### config.mk
export PLATFORM = sky130hd
export DESIGN_NAME = jk_blink_ctrl
export DESIGN_NICKNAME = d
export VERILOG_FILES = /design/src/rtl/jk_blink_ctrl.sv
export SDC_FILE = /design/constraint.sdc
export NUM_CORES = 1
export LEC_CHECK = 0
export ABC_AREA = 0
export CORE_MARGIN = 2
export CORE_UTILIZATION = 35
export DETAILED_ROUTE_END_ITERATION = 16
export GPL_ROUTABILITY_DRIVEN = 0
export PLACE_DENSITY_LB_ADDON = 0.12
export SYNTH_ARGS = -nofsm -noshare
export SYNTH_HDL_FRONTEND = slang
export SYNTH_SLANG_ARGS = --single-unit
### constraint.sdc
create_clock -name clk -period 3.76 [get_ports clk]
set_input_delay 0.94 -clock clk [delete_from_list [all_inputs] [get_ports clk]]
set_output_delay 0.94 -clock clk [all_outputs]
set_load 0.03 [all_outputs]
### src/rtl/jk_blink_ctrl.sv
// Blink sequencer for a j/k set/clear cell: SET/ON/CLR/OFF periods with q feedback and timeout.
// Optional abort path enabled by defining JK_BLINK_ABORT_EN.
module jk_blink_ctrl #(
    parameter int CW = 8,
    parameter int NW = 4,
    parameter int TO = 4
) (
    input  logic          clk,
    input  logic          rst,
    input  logic          start,
    input  logic [CW-1:0] on_len,
    input  logic [CW-1:0] off_len,
    input  logic [NW-1:0] n_cycles,
    input  logic          q_fb,
`ifdef JK_BLINK_ABORT_EN
    input  logic          abort,
    output logic          aborted,
`endif
    output logic          j,
    output logic          k,
    output logic          busy,
    output logic          done,
    output logic          err
);

    localparam int AW = (TO > 2) ? $clog2(TO) : 2;
    localparam logic [AW-1:0] ACK_LAST = AW'(TO - 1);

    typedef enum logic [2:0] {
        S_IDLE,
        S_SET,
        S_ON,
        S_CLR,
        S_OFF,
        S_DONE,
        S_ERR
    } state_t;

    state_t        state, state_nxt;
    logic [AW-1:0] ack_cnt, ack_nxt;
    logic [CW-1:0] phase_cnt, phase_nxt;
    logic [NW-1:0] rem_cnt, rem_nxt;
    logic [CW-1:0] on_reg, on_nxt;
    logic [CW-1:0] off_reg, off_nxt;
    logic          abort_flag, flag_nxt;
    logic          aborted_nxt;
    logic          aborted_reg;
    logic          abort_req;
    logic [CW-1:0] on_last;
    logic [CW-1:0] off_last;

`ifdef JK_BLINK_ABORT_EN
    assign abort_req = abort;
    assign aborted   = aborted_reg;
`else
    assign abort_req = 1'b0;
`endif

    // A zero phase length behaves as one cycle.
    assign on_last  = (on_reg == '0)  ? '0 : on_reg - CW'(1);
    assign off_last = (off_reg == '0) ? '0 : off_reg - CW'(1);

    always_ff @(posedge clk or negedge rst) begin
        if (!rst) begin
            state       <= S_IDLE;
            ack_cnt     <= '0;
            phase_cnt   <= '0;
            rem_cnt     <= '0;
            on_reg      <= '0;
            off_reg     <= '0;
            abort_flag  <= 1'b0;
            j           <= 1'b0;
            k           <= 1'b0;
            busy        <= 1'b0;
            done        <= 1'b0;
            err         <= 1'b0;
            aborted_reg <= 1'b0;
        end else begin
            state       <= state_nxt;
            ack_cnt     <= ack_nxt;
            phase_cnt   <= phase_nxt;
            rem_cnt     <= rem_nxt;
            on_reg      <= on_nxt;
            off_reg     <= off_nxt;
            abort_flag  <= flag_nxt;
            j           <= (state_nxt == S_SET);
            k           <= (state_nxt == S_CLR);
            busy        <= (state_nxt == S_SET) || (state_nxt == S_ON) ||
                           (state_nxt == S_CLR) || (state_nxt == S_OFF);
            done        <= (state_nxt == S_DONE);
            err         <= (state_nxt == S_ERR);
            aborted_reg <= aborted_nxt;
        end
    end

    always_comb begin
        state_nxt   = state;
        ack_nxt     = ack_cnt;
        phase_nxt   = phase_cnt;
        rem_nxt     = rem_cnt;
        on_nxt      = on_reg;
        off_nxt     = off_reg;
        flag_nxt    = abort_flag;
        aborted_nxt = 1'b0;

        case (state)
            S_IDLE, S_ERR: begin
                if (start) begin
                    on_nxt    = on_len;
                    off_nxt   = off_len;
                    rem_nxt   = n_cycles;
                    ack_nxt   = '0;
                    phase_nxt = '0;
                    flag_nxt  = 1'b0;
                    state_nxt = (n_cycles == '0) ? S_DONE : S_SET;
                end
            end

            S_SET: begin
                if (abort_req) begin
                    flag_nxt  = 1'b1;
                    ack_nxt   = '0;
                    state_nxt = S_CLR;
                end else if (q_fb) begin
                    ack_nxt   = '0;
                    phase_nxt = '0;
                    state_nxt = S_ON;
                end else if (ack_cnt == ACK_LAST) begin
                    ack_nxt   = '0;
                    state_nxt = S_ERR;
                end else begin
                    ack_nxt = ack_cnt + AW'(1);
                end
            end

            S_ON: begin
                if (abort_req) begin
                    flag_nxt  = 1'b1;
                    ack_nxt   = '0;
                    phase_nxt = '0;
                    state_nxt = S_CLR;
                end else if (phase_cnt == on_last) begin
                    ack_nxt   = '0;
                    phase_nxt = '0;
                    state_nxt = S_CLR;
                end else begin
                    phase_nxt = phase_cnt + CW'(1);
                end
            end

            // An abort arriving here only arms the flag; the exit waits for the next edge.
            S_CLR: begin
                flag_nxt = abort_flag | abort_req;
                if (!q_fb && !abort_req) begin
                    ack_nxt = '0;
                    if (abort_flag) begin
                        flag_nxt    = 1'b0;
                        aborted_nxt = 1'b1;
                        state_nxt   = S_IDLE;
                    end else begin
                        phase_nxt = '0;
                        state_nxt = S_OFF;
                    end
                end else if (ack_cnt == ACK_LAST) begin
                    ack_nxt   = '0;
                    flag_nxt  = 1'b0;
                    state_nxt = S_ERR;
                end else begin
                    ack_nxt = ack_cnt + AW'(1);
                end
            end

            S_OFF: begin
                if (abort_req) begin
                    flag_nxt  = 1'b1;
                    ack_nxt   = '0;
                    phase_nxt = '0;
                    state_nxt = S_CLR;
                end else if (phase_cnt == off_last) begin
                    phase_nxt = '0;
                    rem_nxt   = rem_cnt - NW'(1);
                    state_nxt = (rem_cnt == NW'(1)) ? S_DONE : S_SET;
                end else begin
                    phase_nxt = phase_cnt + CW'(1);
                end
            end

            S_DONE: begin
                state_nxt = S_IDLE;
            end

            default: begin
                state_nxt = S_IDLE;
            end
        endcase
    end

`ifndef JK_BLINK_ABORT_EN
    logic unused_ok;
    assign unused_ok = aborted_reg;
`endif

endmodule
Word-level counts from Yosys, hierarchy flattened --
Cells that the tools add are included.
Storage, ports and cells: output and inout port bits 5, input bits 24, flip-flop bits (word level) 39
Operators by class: mux-type cells 32, equal/unequal tests 22, add/sub/neg operators 5, reduce and logical (&&, ||, !) cells 17
Operators by type and width (number):
- two-way mux 8 bit | 8
- one-hot mux 8 bit (5 select lines) | 1
- two-way mux 3 bit | 9
- == test 8 bit | 2
- logical NOT 8 bit | 2
- subtractor 8 x 1 -> 8 bit, second input constant | 2
- == test 3 bit, second input constant | 5
- one-hot mux 3 bit (5 select lines) | 1
- == test 3 x 2 -> 1 bit, second input constant | 4
- inequality test 2 bit, second input constant | 6
- two-way mux 2 bit | 5
- AND reduction 3 bit | 3
- adder 8 x 1 -> 8 bit, second input constant | 1
- two-way mux 4 bit | 2
- one-hot mux 2 bit (4 select lines) | 1
- one-hot mux 4 bit (2 select lines) | 1
- == test 3 x 1 -> 1 bit, second input constant | 2
- AND reduction 5 bit | 1
- nonzero test 5 bit | 1
- == test 4 x 1 -> 1 bit, second input constant | 1
- logical NOT 4 bit | 1
- nonzero test 2 bit | 2
- nonzero test 4 bit | 1
- subtractor 4 x 1 -> 4 bit, second input constant | 1
- 9 further kinds | 13

Logic depth before layout (Yosys ltp) --
word-level depth 9, mapped depth 12

Worst setup path after synthesis --
No wires, ideal clock.
kind reg2reg, from register on_reg[0], to register phase_cnt[4], setup slack 891 ps, cell stages (with the launch flop) 12, setup time 118 ps, arrival time 2751 ps, period minus slack after synthesis 2869 ps, path through dfrtp_1 -> inv_1 -> ha_1 -> or4b_4 -> or4b_1 -> a311oi_1 -> nand4b_1 -> nand4b_4 -> a22oi_2 -> buf_6 -> o21ai_1 -> a21o_1
On the way: longest elaborated chain between the ends 5, elaborated cells between the ends (all ways) 6
Ends and longest elaborated chain:
- start: declaration | RTL line 43 | logic [CW-1:0] on_reg, on_nxt;
- start signal: assignment | RTL line 83 | on_reg <= on_nxt;
- subtractor 8 x 1 -> 8 bit / logical NOT 8 bit (equally long branches) | RTL line 60 | assign on_last = (on_reg == '0) ? '0 : on_reg - CW'(1);
- two-way mux 8 bit (*) | RTL line 60
- == test 8 bit (*) | RTL line 142 | end else if (phase_cnt == on_last) begin
- two-way mux 8 bit (*) | RTL line 142
- one-hot mux 8 bit (5 select lines) (*) | RTL line 106 | case (state)
- end signal: assignment | RTL line 81 | phase_cnt <= phase_nxt;
- end: declaration | RTL line 41 | logic [CW-1:0] phase_cnt, phase_nxt;
Every way passes the cells marked *; elsewhere a longest branch is shown, timed or not. A chain may end at the register's enable or synchronous reset.

Worst setup path after layout --
from register on_reg[0], to register phase_cnt[5]
The elaborated chain is that of the path after synthesis.

==> metrics.txt <==
status=finished clean; max-slew violation count=0; Final period util=0.859; min Tclk post-route=3230 ps; clk root buf=clkbuf_8; Num CTS Buffers=5; Yosys reg bits=38; WS Path Type=flip-flop to flip-flop; total core area=7180 um2; top-count cell post-synth=dfrtp_1; Port Buffer Count=28; Arr. time, crit path=3420 ps; Hold Vio Cnt, Final=0; Area after DPL=2900 um2; Max FO, Critical Path=11; met3 Use GR=0.0293; Reg2Reg Depth=10; Final #Nets=333; CTS clk-pin slew, worst paths=80 ps; Cell variety after synth=65; GR Util met1=0.215; Clock Path Buffers=2; Syn Area/Cell=9.01 um2; CTS tree=yes; WL/cell=14.2 um; fin worst setup slack=532 ps; initial antenna violation count=0; die height=89.8 um; hpwl dp=4010 um; number of synthesized flops with an enable pin=0; Syn-to-layout area delta=16.8%; achievable clock frequency=310 MHz; DRT antenna net count=0; Max Cap Viol=0; Pwr per Cell Area=741 nW/um2; commonest register cell after synthesis=dfrtp_1; Ports=29; syn nets=316; met2 Use GR=0.237; drt initial violations=93; Commonest cells post-synth=38 x dfrtp_1, 21 x nand2_1, 19 x nor2_1, 17 x inv_1, 17 x o21ai_0; Least-Margin Pin Slew=880 ps; post-layout util=0.420; DR pass1 iterations=4; sequential area share after synthesis=0.369; vias per inst=5.26; Initial Util=0.359; Design Area, Final=3010 um2; worst hold path class=flip-flop to flip-flop; gr usage total=0.153; post-synthesis instance total=286; # Post-CTS Setup Buffers=0; Hold-fix buffers, CTS=0; DR DRC count=0; Final Setup Violations=0; DIE AREA=8070 um2; Sink Count=38; largest net degree at the start of global routing=39; busiest grt layer=met2; synthesized area=2580 um2; Final Skew=4.44 ps; diodes inserted=0; Worst-Skew Late Latency=290 ps; share of cells above drive strength 1=0.132; die width=89.8 um; largest cells by area after synthesis=dfrtp_1 37%, mux2_2 5.7%, o21ai_0 3.3%; Post-synth ARST share=1.00; row count=31; post-cts resize count=0; H-tree lvl count=2; Startpoint Class=flip-flop; Post-Route WL=5730 um; Synthesis Warnings=0; slew margin rel.=0.414; CP endpoint kind=flip-flop; Fillers=736; largest area contributor in the netlist=dfrtp_1; top-area cell type share of the netlist area=0.369; RSZ-0062 raised after global routing=no; hold path depth=1; vias in the first global route=2093; Leak=0.00123 uW; TNS Setup=0 ps; Max rail drop VDD=0.000282 V; CP Data Required Time=3950 ps; Via Count=2121; global route overflow=0; first-pass GRT wire length=10200 um; Place WS=508 ps
==> cells by family after synthesis <==
family | after synthesis | share of synthesized area
AOI/OAI and AO/OA | 69 | 0.182
and+or+nand+nor | 105 | 0.238
xor gates and xnor gates | 16 | 0.0544
muxes | 15 | 0.0646
buffers and inverters | 36 | 0.0587
DFF | 38 | 0.369
adders and majority gates | 7 | 0.0330
==> path summary, 6_finish.rpt <==
check | slack (ps) | from | endpoint
max | 530 | on_reg[0] | phase_cnt[5]
min | 540 | ack_cnt[1] | ack_cnt[1]
max reg2reg | 530 | on_reg[0] | phase_cnt[5]
min reg2reg | 540 | ack_cnt[1] | ack_cnt[1]
max in group asynchronous | 2450 | rst | ack_cnt[0]
min in group asynchronous | 760 | rst | off_reg[3]
==> through the flow <==
step / hold WS, ps / cells / total power (uW)
6_report: 540 / 403 / 2230
5_1_grt: 560 / 403 / 2440
4_1_cts: 544 / 403 / 2260
3_5_place_dp: 525 / 395 / 1910
3_3_place_gp: 525 / 395 / 1900
2_1_floorplan: 497 / 286 / 1650
==> power breakdown <==
group	internal, uW	switching, uW	total, uW
Clock	185	153	338
Combinational	524	564	1090
Sequential	569	237	806
Total	1280	954	2230
==> critical path, cell delays in order (launching register included) <==
cell      delay (ps)
dfrtp_1          430
inv_1             90
ha_1             250
or4b_4           530
or4b_1           470
a311oi_1         280
nand4b_1         130
nand4b_4         200
a22oi_2          410
o21ai_1          130
a21o_1           200
==> layer usage <==
layer,up-vias,part of all wire,wire [um]
li1,1068,-,-
met1,1020,0.51,2910
met2,29,0.45,2580
met3,4,0.029,169
met4,0,0.011,62
met5,-,0,0
==> cells in the final DEF, fill, tap and decap left out, types with 2 or more instances in the layout <==
master,synthesis,routed
dfrtp_1,38,38
clkdlybuf4s50_1,0,27
nand2_1,21,21
nor2_1,19,19
inv_1,17,17
o21ai_0,17,17
mux2_2,13,13
a21oi_1,12,12
xnor2_1,9,9
nor3_1,8,8
nand3_1,8,8
clkbuf_8,0,8
xor2_1,7,7
o22ai_1,6,6
ha_1,6,6
nand2b_1,5,5
or4_1,5,5
a21o_1,5,5
nor4_1,4,4
o21ai_1,4,4
o2111ai_1,3,3
or2_2,3,3
or3_1,3,3
and3_1,3,3
nor2b_1,3,3
nand4_1,2,2
and3b_1,2,2
mux2i_1,2,2
nand3b_1,2,2
or4b_1,2,2
nor3b_2,1,2
a31o_2,2,2
nor3_2,2,2
nor3b_1,3,2
and2_1,2,2
==> cell type report <==
type                       instances  area (um2)  share of cell area
sequential                        38         951               0.316
multi-input combinational        212        1480               0.491
inverter                          17        63.8              0.0212
clock buffer                       8         110              0.0366
tap                               99         124              0.0411
timing repair buffer              29         283              0.0939
No activity file was read; power rests on OpenSTA's default activity.
